[src/rtl/step_run_ctrl_pkg.sv]
// Shared definitions for the step/run clock-enable controller: state
// encodings and the default debounce interval.
package step_run_ctrl_pkg;

    localparam logic [1:0] MODE_IDLE  = 2'b00;
    localparam logic [1:0] MODE_STEP  = 2'b01;
    localparam logic [1:0] MODE_RUN   = 2'b10;
    localparam logic [1:0] MODE_BURST = 2'b11;

    typedef enum logic [1:0] {
        ST_IDLE  = MODE_IDLE,
        ST_STEP  = MODE_STEP,
        ST_RUN   = MODE_RUN,
        ST_BURST = MODE_BURST
    } state_e;

    // At a 50 MHz clock this is 1 ms of stable input before a level is accepted.
    localparam logic [15:0] DEB_CYCLES_DEFAULT = 16'd50000;

endpackage

[src/rtl/pb_debounce.sv]
// Input conditioner for one raw switch or pushbutton: a two-flop
// synchroniser, a stability counter that accepts a new level only after
// DEB_CYCLES consecutive differing samples, and a one-cycle rising-edge pulse
// that is aligned with the cycle the accepted level first reads high.
module pb_debounce
    import step_run_ctrl_pkg::*;
#(
    parameter logic [15:0] DEB_CYCLES = DEB_CYCLES_DEFAULT
) (
    input  logic clk,
    input  logic rst,
    input  logic raw_i,
    output logic level_o,
    output logic rise_o
);

    logic        sync1_q;
    logic        sync2_q;
    logic        level_q;
    logic        level_d;
    logic        rise_q;
    logic        rise_d;
    logic [15:0] cnt_q;
    logic [15:0] cnt_d;

    // Two-flop synchroniser bringing the asynchronous raw input into the clk domain.
    always_ff @(posedge clk) begin
        if (rst) begin
            sync1_q <= 1'b0;
            sync2_q <= 1'b0;
        end else begin
            sync1_q <= raw_i;
            sync2_q <= sync1_q;
        end
    end

    // Count consecutive samples that disagree with the accepted level; any agreeing sample restarts the count.
    always_comb begin
        level_d = level_q;
        rise_d  = 1'b0;
        cnt_d   = '0;
        if (sync2_q != level_q) begin
            if (({1'b0, cnt_q} + 17'd1) >= {1'b0, DEB_CYCLES}) begin
                level_d = sync2_q;
                rise_d  = sync2_q;
            end else begin
                cnt_d = cnt_q + 16'd1;
            end
        end
    end

    // Debounce state register.
    always_ff @(posedge clk) begin
        if (rst) begin
            level_q <= 1'b0;
            rise_q  <= 1'b0;
            cnt_q   <= '0;
        end else begin
            level_q <= level_d;
            rise_q  <= rise_d;
            cnt_q   <= cnt_d;
        end
    end

    assign level_o = level_q;
    assign rise_o  = rise_q;

endmodule

[src/rtl/step_run_ctrl.sv]
// Single scheduler for the datapath clock-enable. Arbitrates between a
// single-step button, a free-run switch and a burst button; RUN and BURST
// share one prescaler so pulse spacing is div+1 cycles in both.
module step_run_ctrl
    import step_run_ctrl_pkg::*;
#(
    parameter logic [15:0] DEB_CYCLES = DEB_CYCLES_DEFAULT,
    parameter int          DIV_W      = 16,
    parameter int          CNT_W      = 16
) (
    input  logic             clk,
    input  logic             rst,
    input  logic             stepPb,
    input  logic             runSw,
    input  logic             burstPb,
    input  logic [7:0]       burstLen,
    input  logic [DIV_W-1:0] div,
    output logic             clkEn,
    output logic             busy,
    output logic [1:0]       mode,
    output logic [CNT_W-1:0] pulseCnt
);

    logic stepRise;
    logic burstRise;
    logic runLevel;
    logic runRise_unused;
    logic stepLevel_unused;
    logic burstLevel_unused;

    state_e           state_q;
    state_e           state_d;
    logic             clkEn_q;
    logic             clkEn_d;
    logic [DIV_W-1:0] psc_q;
    logic [DIV_W-1:0] psc_d;
    logic [DIV_W-1:0] divEff_q;
    logic [DIV_W-1:0] divEff_d;
    logic [7:0]       rem_q;
    logic [7:0]       rem_d;
    logic [CNT_W-1:0] pulseCnt_q;
    logic             pscWrap;
    logic [DIV_W-1:0] pscNext;

    pb_debounce #(.DEB_CYCLES(DEB_CYCLES)) uStepDeb (
        .clk     (clk),
        .rst     (rst),
        .raw_i   (stepPb),
        .level_o (stepLevel_unused),
        .rise_o  (stepRise)
    );

    pb_debounce #(.DEB_CYCLES(DEB_CYCLES)) uRunDeb (
        .clk     (clk),
        .rst     (rst),
        .raw_i   (runSw),
        .level_o (runLevel),
        .rise_o  (runRise_unused)
    );

    pb_debounce #(.DEB_CYCLES(DEB_CYCLES)) uBurstDeb (
        .clk     (clk),
        .rst     (rst),
        .raw_i   (burstPb),
        .level_o (burstLevel_unused),
        .rise_o  (burstRise)
    );

    // Next-state, prescaler and pulse decision; divEff holds the divisor until the next prescaler wrap.
    always_comb begin
        state_d  = state_q;
        clkEn_d  = 1'b0;
        psc_d    = psc_q;
        divEff_d = divEff_q;
        rem_d    = rem_q;
        pscWrap  = (psc_q >= divEff_q);
        pscNext  = pscWrap ? '0 : (psc_q + DIV_W'(1));

        unique case (state_q)
            ST_IDLE: begin
                psc_d = '0;
                if (runLevel) begin
                    state_d  = ST_RUN;
                    clkEn_d  = 1'b1;
                    divEff_d = div;
                end else if (burstRise) begin
                    state_d  = ST_BURST;
                    divEff_d = div;
                    if (burstLen == 8'd0) begin
                        rem_d = 8'd0;
                    end else begin
                        clkEn_d = 1'b1;
                        rem_d   = burstLen - 8'd1;
                    end
                end else if (stepRise) begin
                    state_d = ST_STEP;
                    clkEn_d = 1'b1;
                end
            end
            ST_STEP: begin
                state_d = ST_IDLE;
            end
            ST_RUN: begin
                if (!runLevel) begin
                    state_d = ST_IDLE;
                    psc_d   = '0;
                end else begin
                    psc_d = pscNext;
                    if (pscWrap) begin
                        clkEn_d  = 1'b1;
                        divEff_d = div;
                    end
                end
            end
            ST_BURST: begin
                if (rem_q == 8'd0) begin
                    state_d = ST_IDLE;
                    psc_d   = '0;
                end else begin
                    psc_d = pscNext;
                    if (pscWrap) begin
                        clkEn_d  = 1'b1;
                        rem_d    = rem_q - 8'd1;
                        divEff_d = div;
                    end
                end
            end
            default: begin
                state_d = ST_IDLE;
            end
        endcase
    end

    // FSM, prescaler and burst-remaining registers.
    always_ff @(posedge clk) begin
        if (rst) begin
            state_q  <= ST_IDLE;
            clkEn_q  <= 1'b0;
            psc_q    <= '0;
            divEff_q <= '0;
            rem_q    <= '0;
        end else begin
            state_q  <= state_d;
            clkEn_q  <= clkEn_d;
            psc_q    <= psc_d;
            divEff_q <= divEff_d;
            rem_q    <= rem_d;
        end
    end

    // Running count of issued enables, wrapping naturally at full scale.
    always_ff @(posedge clk) begin
        if (rst) begin
            pulseCnt_q <= '0;
        end else if (clkEn_q) begin
            pulseCnt_q <= pulseCnt_q + CNT_W'(1);
        end
    end

    assign clkEn    = clkEn_q;
    assign mode     = state_q;
    assign busy     = (state_q == ST_RUN) || (state_q == ST_BURST);
    assign pulseCnt = pulseCnt_q;

endmodule

[config.mk]
export PLATFORM = sky130hd
export DESIGN_NAME = step_run_ctrl
export DESIGN_NICKNAME = d
export VERILOG_FILES = /design/src/rtl/step_run_ctrl_pkg.sv /design/src/rtl/pb_debounce.sv /design/src/rtl/step_run_ctrl.sv
export SDC_FILE = /design/constraint.sdc
export NUM_CORES = 1
export LEC_CHECK = 0
export CORE_MARGIN = 1
export CORE_UTILIZATION = 55
export CTS_CLUSTER_DIAMETER = 50
export DETAILED_ROUTE_END_ITERATION = 8
export GPL_TIMING_DRIVEN = 0
export MAX_ROUTING_LAYER = met4
export PLACE_DENSITY = 0.76
export REMOVE_ABC_BUFFERS = 1
export SLEW_MARGIN = 20
export SYNTH_ARGS = -nofsm -noshare
export SYNTH_HDL_FRONTEND = slang
export SYNTH_SLANG_ARGS = --single-unit
[constraint.sdc]
create_clock -name clk -period 6.7 [get_ports clk]
set_input_delay 1.34 -clock clk [delete_from_list [all_inputs] [get_ports clk]]
set_output_delay 1.34 -clock clk [all_outputs]
set_load 0.005 [all_outputs]
==> Yosys cells after proc, flatten, opt, wreduce, memory -nomap -nowiden <==
Cells that the tools add are included.
{ "classes": {"n_addsub": 10, "order_cmp": 4, "eq_ne": 15, "mux": 30, "bitwise": 5, "reduce_logical": 17} }
{ "ops": {"columns": ["cell", "count"], "rows": [
  ["$mux 16", 8],
  ["$pmux 16 s3", 2],
  ["$add 16x1->16 const B", 5],
  ["$add 16x1->17 const B", 3],
  ["$ge 17x16->1 const B", 3],
  ["$mux 8", 5],
  ["$ge 16x16->1", 1],
  ["$logic_not 8->1", 2],
  ["$pmux 8 s2", 1],
  ["$sub 8x1->8 const B", 2],
  ["$reduce_or 3->1", 5],
  ["$mux 2", 5],
  ["$ne 2x2->1 const B", 5],
  ["$pmux 2 s4", 1],
  ["$mux 1", 7],
  ["$reduce_and 2->1", 3],
  ["$not 1->1", 5],
  ["$reduce_and 5->1", 1],
  ["$eq 2x2->1 const B", 2],
  ["$ne 2x1->1 const B", 2],
  ["$ne 4x1->1 const B", 1],
  ["$reduce_and 4->1", 1],
  ["$ne 1x1->1", 3],
  ["$ne 3x1->1 const B", 1],
  ["7 further kinds", 7]
]} }
{ "word_totals": {"reg_bits": 118, "input_bits": 29, "output_inout_bits": 20} }

==> Logic depth before layout (Yosys ltp) <==
{ "logic_depth": {"depth_word": 5, "mapped_depth": 11} }

==> Modules after synthesis <==
Synthesis repeated with hierarchy kept, for this count alone.
{ "hier_totals": {"hier_cells": 792, "hier_area_um2": 7100.6} }
{ "by_module_without_submodules": {"columns": ["module", "n_inst", "cells_each", "area_per_inst_um2", "seq_area_each_um2"], "rows": [
  ["step_run_ctrl", 1, 417, 3602.2, 1181.1],
  ["pb_debounce", 3, 125, 1166.1, 400.4]
]} }

==> Worst setup path after synthesis <==
OpenSTA, ideal clock, no wires.
{ "synth_timing": {"kind": "register to register", "from": "register uStepDeb.cnt_q[9]", "to": "register uStepDeb.cnt_q[11]", "arrival_time_ns": 2.630, "required_ns": 6.637, "path_slack_ns": 4.007, "stages_incl_launch_ff": 11, "path_buffers": 3, "period_less_slack_ns": 2.693, "path_cell_list": "dfxtp_1 clkbuf_2 nand4_2 nor4_1 mux2_1 o32ai_2 a41oi_1 or4_1 buf_6 buf_12 nor2_4"} }
{ "synth_via": {"elab_chain_cells": 3} }
{ "synth_rtl": {"columns": ["element", "line_no", "source"], "rows": [
  ["start, declared", "pb_debounce.sv:23", "logic [15:0] cnt_q;"],
  ["start signal, assigned", "pb_debounce.sv:61", "cnt_q <= cnt_d;"],
  ["$add 16x1->17", "pb_debounce.sv:43", "if (({1'b0, cnt_q} + 17'd1) >= {1'b0, DEB_CYCLES}) begin"],
  ["$ge 17x16->1", "pb_debounce.sv:43", null],
  ["$reduce_or 3->1 (no line)", null, null]
]} }
Several ways; a longest one is shown, not always the timed one.
A chain may end at the register's enable or synchronous reset.

==> Worst setup path after layout <==
{ "layout_timing": {"from": "register uStepDeb.cnt_q[8]", "to": "register uStepDeb.cnt_q[6]"} }
{ "layout_via": {"elab_chain_cells": 3} }
{ "layout_rtl": {"columns": ["element", "line_no"], "rows": [
  ["$add 16x1->17", "pb_debounce.sv:43"],
  ["$ge 17x16->1", "pb_debounce.sv:43"],
  ["$reduce_or 3->1 (no line)", null]
]} }
Every way passes these cells.

==> key figures <==
Synthesis
  – Fraction of registers with async set/reset: 0%
  – Synthesis Warnings: 0
  – Largest cells by area after synthesis: dfxtp_1 (38%), nor2_1 (6.6%), ha_1 (5.4%)
  – Dominant synthesized flop cell: dfxtp_1
  – FF+latch count, synth: 118
  – Synthesized area: around 0.0063 sq mm
  – Netlist cell types: between 60 and 70
  – Synth top area share: between 30% and 40%
  – Leading area contributor after synthesis: dfxtp_1
  – Post-synth EDFFs: 0
  – Synth Instances: 741
  – Post-synthesis sequential area ratio: between 30 and 40%
  – Synthesized area per cell: approximately 8.5 sq um

Global routing
  – Overall Global Routing Usage: 24.2%
  – Largest net degree at the start of global routing: 38
  – Overflow after GRT: 0
  – Antenna violations before repair: 0
  – First-pass GRT wire length: 22.1 mm
  – Number of global-route vias before repair: about 5000

Place
  – Gpl congestion: between 0.8 and 0.9
  – Hpwl dp: 8.88 mm
  – Dpl ws: approximately 3.4 ns
  – Area post-placement: 0.00681 sq mm
  – I/O Buffers: 48
  – Placed insts: ~900

CTS
  – CTS Buffer Depth: 2
  – Post-cts resize count: 0
  – CTS sink cnt: 118
  – H-tree Lvls: 4
  – Clock root buffer: clkbuf_16
  – Num CTS Buffers: 17
  – Cts hold-fix bufs: 0
  – Clock slew seen by the registers of the worst setup and hold paths: roughly 0.050 ns
  – Clk Latency, worst-skew pair: around 0.42 ns
  – Post-CTS Setup Inserts: 0
  – CTS tree: yes

Timing
  – FMAX: between 200 and 300 MHz
  – TNS Setup: 0 ns
  – Setup Skew: between 0.01 and 0.015 ns
  – RSZ-0062 raised after global routing: false
  – Crit share post-route: 49.8%
  – Final setup viols: 0
  – Pins Over Slew Limit: 0
  – Slew @ Worst Pin: 1.03 ns
  – Fin. Hold Viols: 0
  – Worst slew margin: 31.3%
  – Final Critical Period: approximately 3.3 ns
  – Setup WS post-layout: 3.36 ns

Power and ir drop
  – Total chip power: 1.72 mW
  – Lkg Pwr: between 2 and 3 nW
  – Pwr/cell area: 231 mW/mm^2
  – VDD IR max: ~0.23 mV

Worst setup path
  – Cell class contributing the biggest share of worst-path delay: simple AND/OR/NAND/NOR gates
  – Max incr delay on CP: 1.00 ns
  – Buf/Inv on CP: 0
  – Slowest-stage cell, CP: or4_1
  – Reg2reg start: uStepDeb.cnt_q[8]
  – Worst Path Arrival: 3.67 ns
  – CP cell instances: nand4_2 > nor4_1 > mux2_1 > o32ai_2 > a41oi_1 > or4_1 > nor2_1
  – Worst r2r dst: uStepDeb.cnt_q[6]
  – Reg2Reg Depth: 7
  – CP Capture Type: flop
  – Critical Path RT: between 7 and 8 ns
  – Worst Setup Start Kind: flop
  – Critical path type: flop to flop
  – Flop-to-flop setup slack: between 3 and 4 ns
  – Critical Path Fanout Max: 16

Run status
  – Status: finished clean

Min path
  – HP Class: flop to flop
  – Hold Crit Endpoint: uBurstDeb.sync2_q
  – HP Start: uBurstDeb.sync1_q
  – Hold path depth: 1

Drt
  – First-pass DRT Iterations: 5
  – Vias per cell: around 5.6
  – Via Count: approximately 5300
  – Routed WL per cell: about 14 um
  – DRC: 0
  – Initial drt markers: approximately 320
  – Post-route ant nets: 0
  – Total wire length: 13.0 mm

Finish
  – Most frequent cells in the layout: dfxtp_1 (118), nor2_1 (110), nand2_1 (53)
  – # nets final: about 840
  – Commonest non-fill, non-tap cell in the layout: dfxtp_1
  – Number of antenna repair diodes: 0
  – Post-route insts no fill: 935
  – Fin area: 0.00745 sq mm
  – Fraction of layout cells with a size suffix above 1: around 7.5%
  – Area Overhead vs Synth: 19.0%

Floorplanning
  – Initial Util: around 57%
  – Core Rows: 38
  – Area of the die: between 0.01 and 0.015 sq mm
  – Die Wd: 109 um
  – Core area: 0.0110 sq mm
  – I/O pin cnt: 49
  – Height of the die: roughly 110 um

Job
  – Max-cap viol count: 0
cells by family after synthesis:
logic type	after synthesis	synth area share, %
AND/OR/NAND/NOR	323	26.3
AO/OA/AOI/OAI	120	12.7
flip-flops	118	37.7
XOR/XNOR	66	9.23
buffers and inverters	59	4.22
multiplexers	28	4.50
adder cells (fa/ha/maj)	27	5.39
flip-flops by register name, summed over array words and instances (netlist names), 2 cells and up:
register	cells
pulseCnt	16
psc_q	16
uRunDeb.cnt_q	16
uBurstDeb.cnt_q	16
uStepDeb.cnt_q	16
mode	2
divEff_q	16
rem_q	8
worst max path at each step:
stage                      startpoint                end  slack, ns  cells past startpoint
floorplan                    psc_q[0]        divEff_q[0]       2.91                      9
global placement                  rst           psc_q[8]       1.34                      4
detailed placement  uStepDeb.cnt_q[8]  uStepDeb.cnt_q[6]       3.37                      7
CTS                 uStepDeb.cnt_q[8]  uStepDeb.cnt_q[6]       3.34                      7
global route        uStepDeb.cnt_q[8]  uStepDeb.cnt_q[6]       3.13                      7
finish              uStepDeb.cnt_q[8]  uStepDeb.cnt_q[6]       3.36                      7
worst register-to-register path, stage by stage, from the launching register on:
cell	delay, ns
dfxtp_1	0.50
nand4_2	0.21
nor4_1	0.60
mux2_1	0.40
o32ai_2	0.13
a41oi_1	0.19
or4_1	1.00
nor2_1	0.24
stage by stage:
| stage | utilization (%) | hold WS [ns] |
|---|---|---|
| 2_1_floorplan | - | 0.414 |
| 3_3_place_gp | 61.6 | 0.423 |
| 3_5_place_dp | 62.0 | 0.425 |
| 4_1_cts | 67.9 | 0.437 |
| 5_1_grt | 67.9 | 0.458 |
| 6_report | 67.9 | 0.435 |
cells in the mapped netlist (8+ instances only):
cell / n
nor2b_1: 9
a31oi_1: 11
nand2_1: 53
nand3_1: 37
a21oi_1: 31
nor3_1: 20
o21ai_0: 23
inv_1: 30
xnor2_1: 29
ha_1: 27
and3_1: 17
nor2_4: 8
clkbuf_1: 14
xor2_1: 37
dfxtp_1: 118
buf_2: 8
mux2i_1: 27
nor2_1: 110
nand4_1: 19
nand2b_1: 8
final cells by class:
class                      instances  area (sq um)
multi-input combinational        564          3640
timing repair buffer              51           514
inverter                          30           113
sequential                       118          2360
clock inverter                     9           145
clock buffer                      23           498
tap                              140           175
fill                             849          3530
layer usage:
metal  vias up  track usage (%)  share of wire [%]
li1       2685                -                  -
met5         -                -                  0
met1      2452             27.0                 44
met3        18             6.04                3.7
met2       112             42.0                 51
met4         0             8.01                1.2
power breakdown:
part	internal, mW	switching (mW)
Combinational	0.0214	0.0183
Clock	0.668	0.308
Sequential	0.705	0.00177
Power figures use the tool's default switching activity.
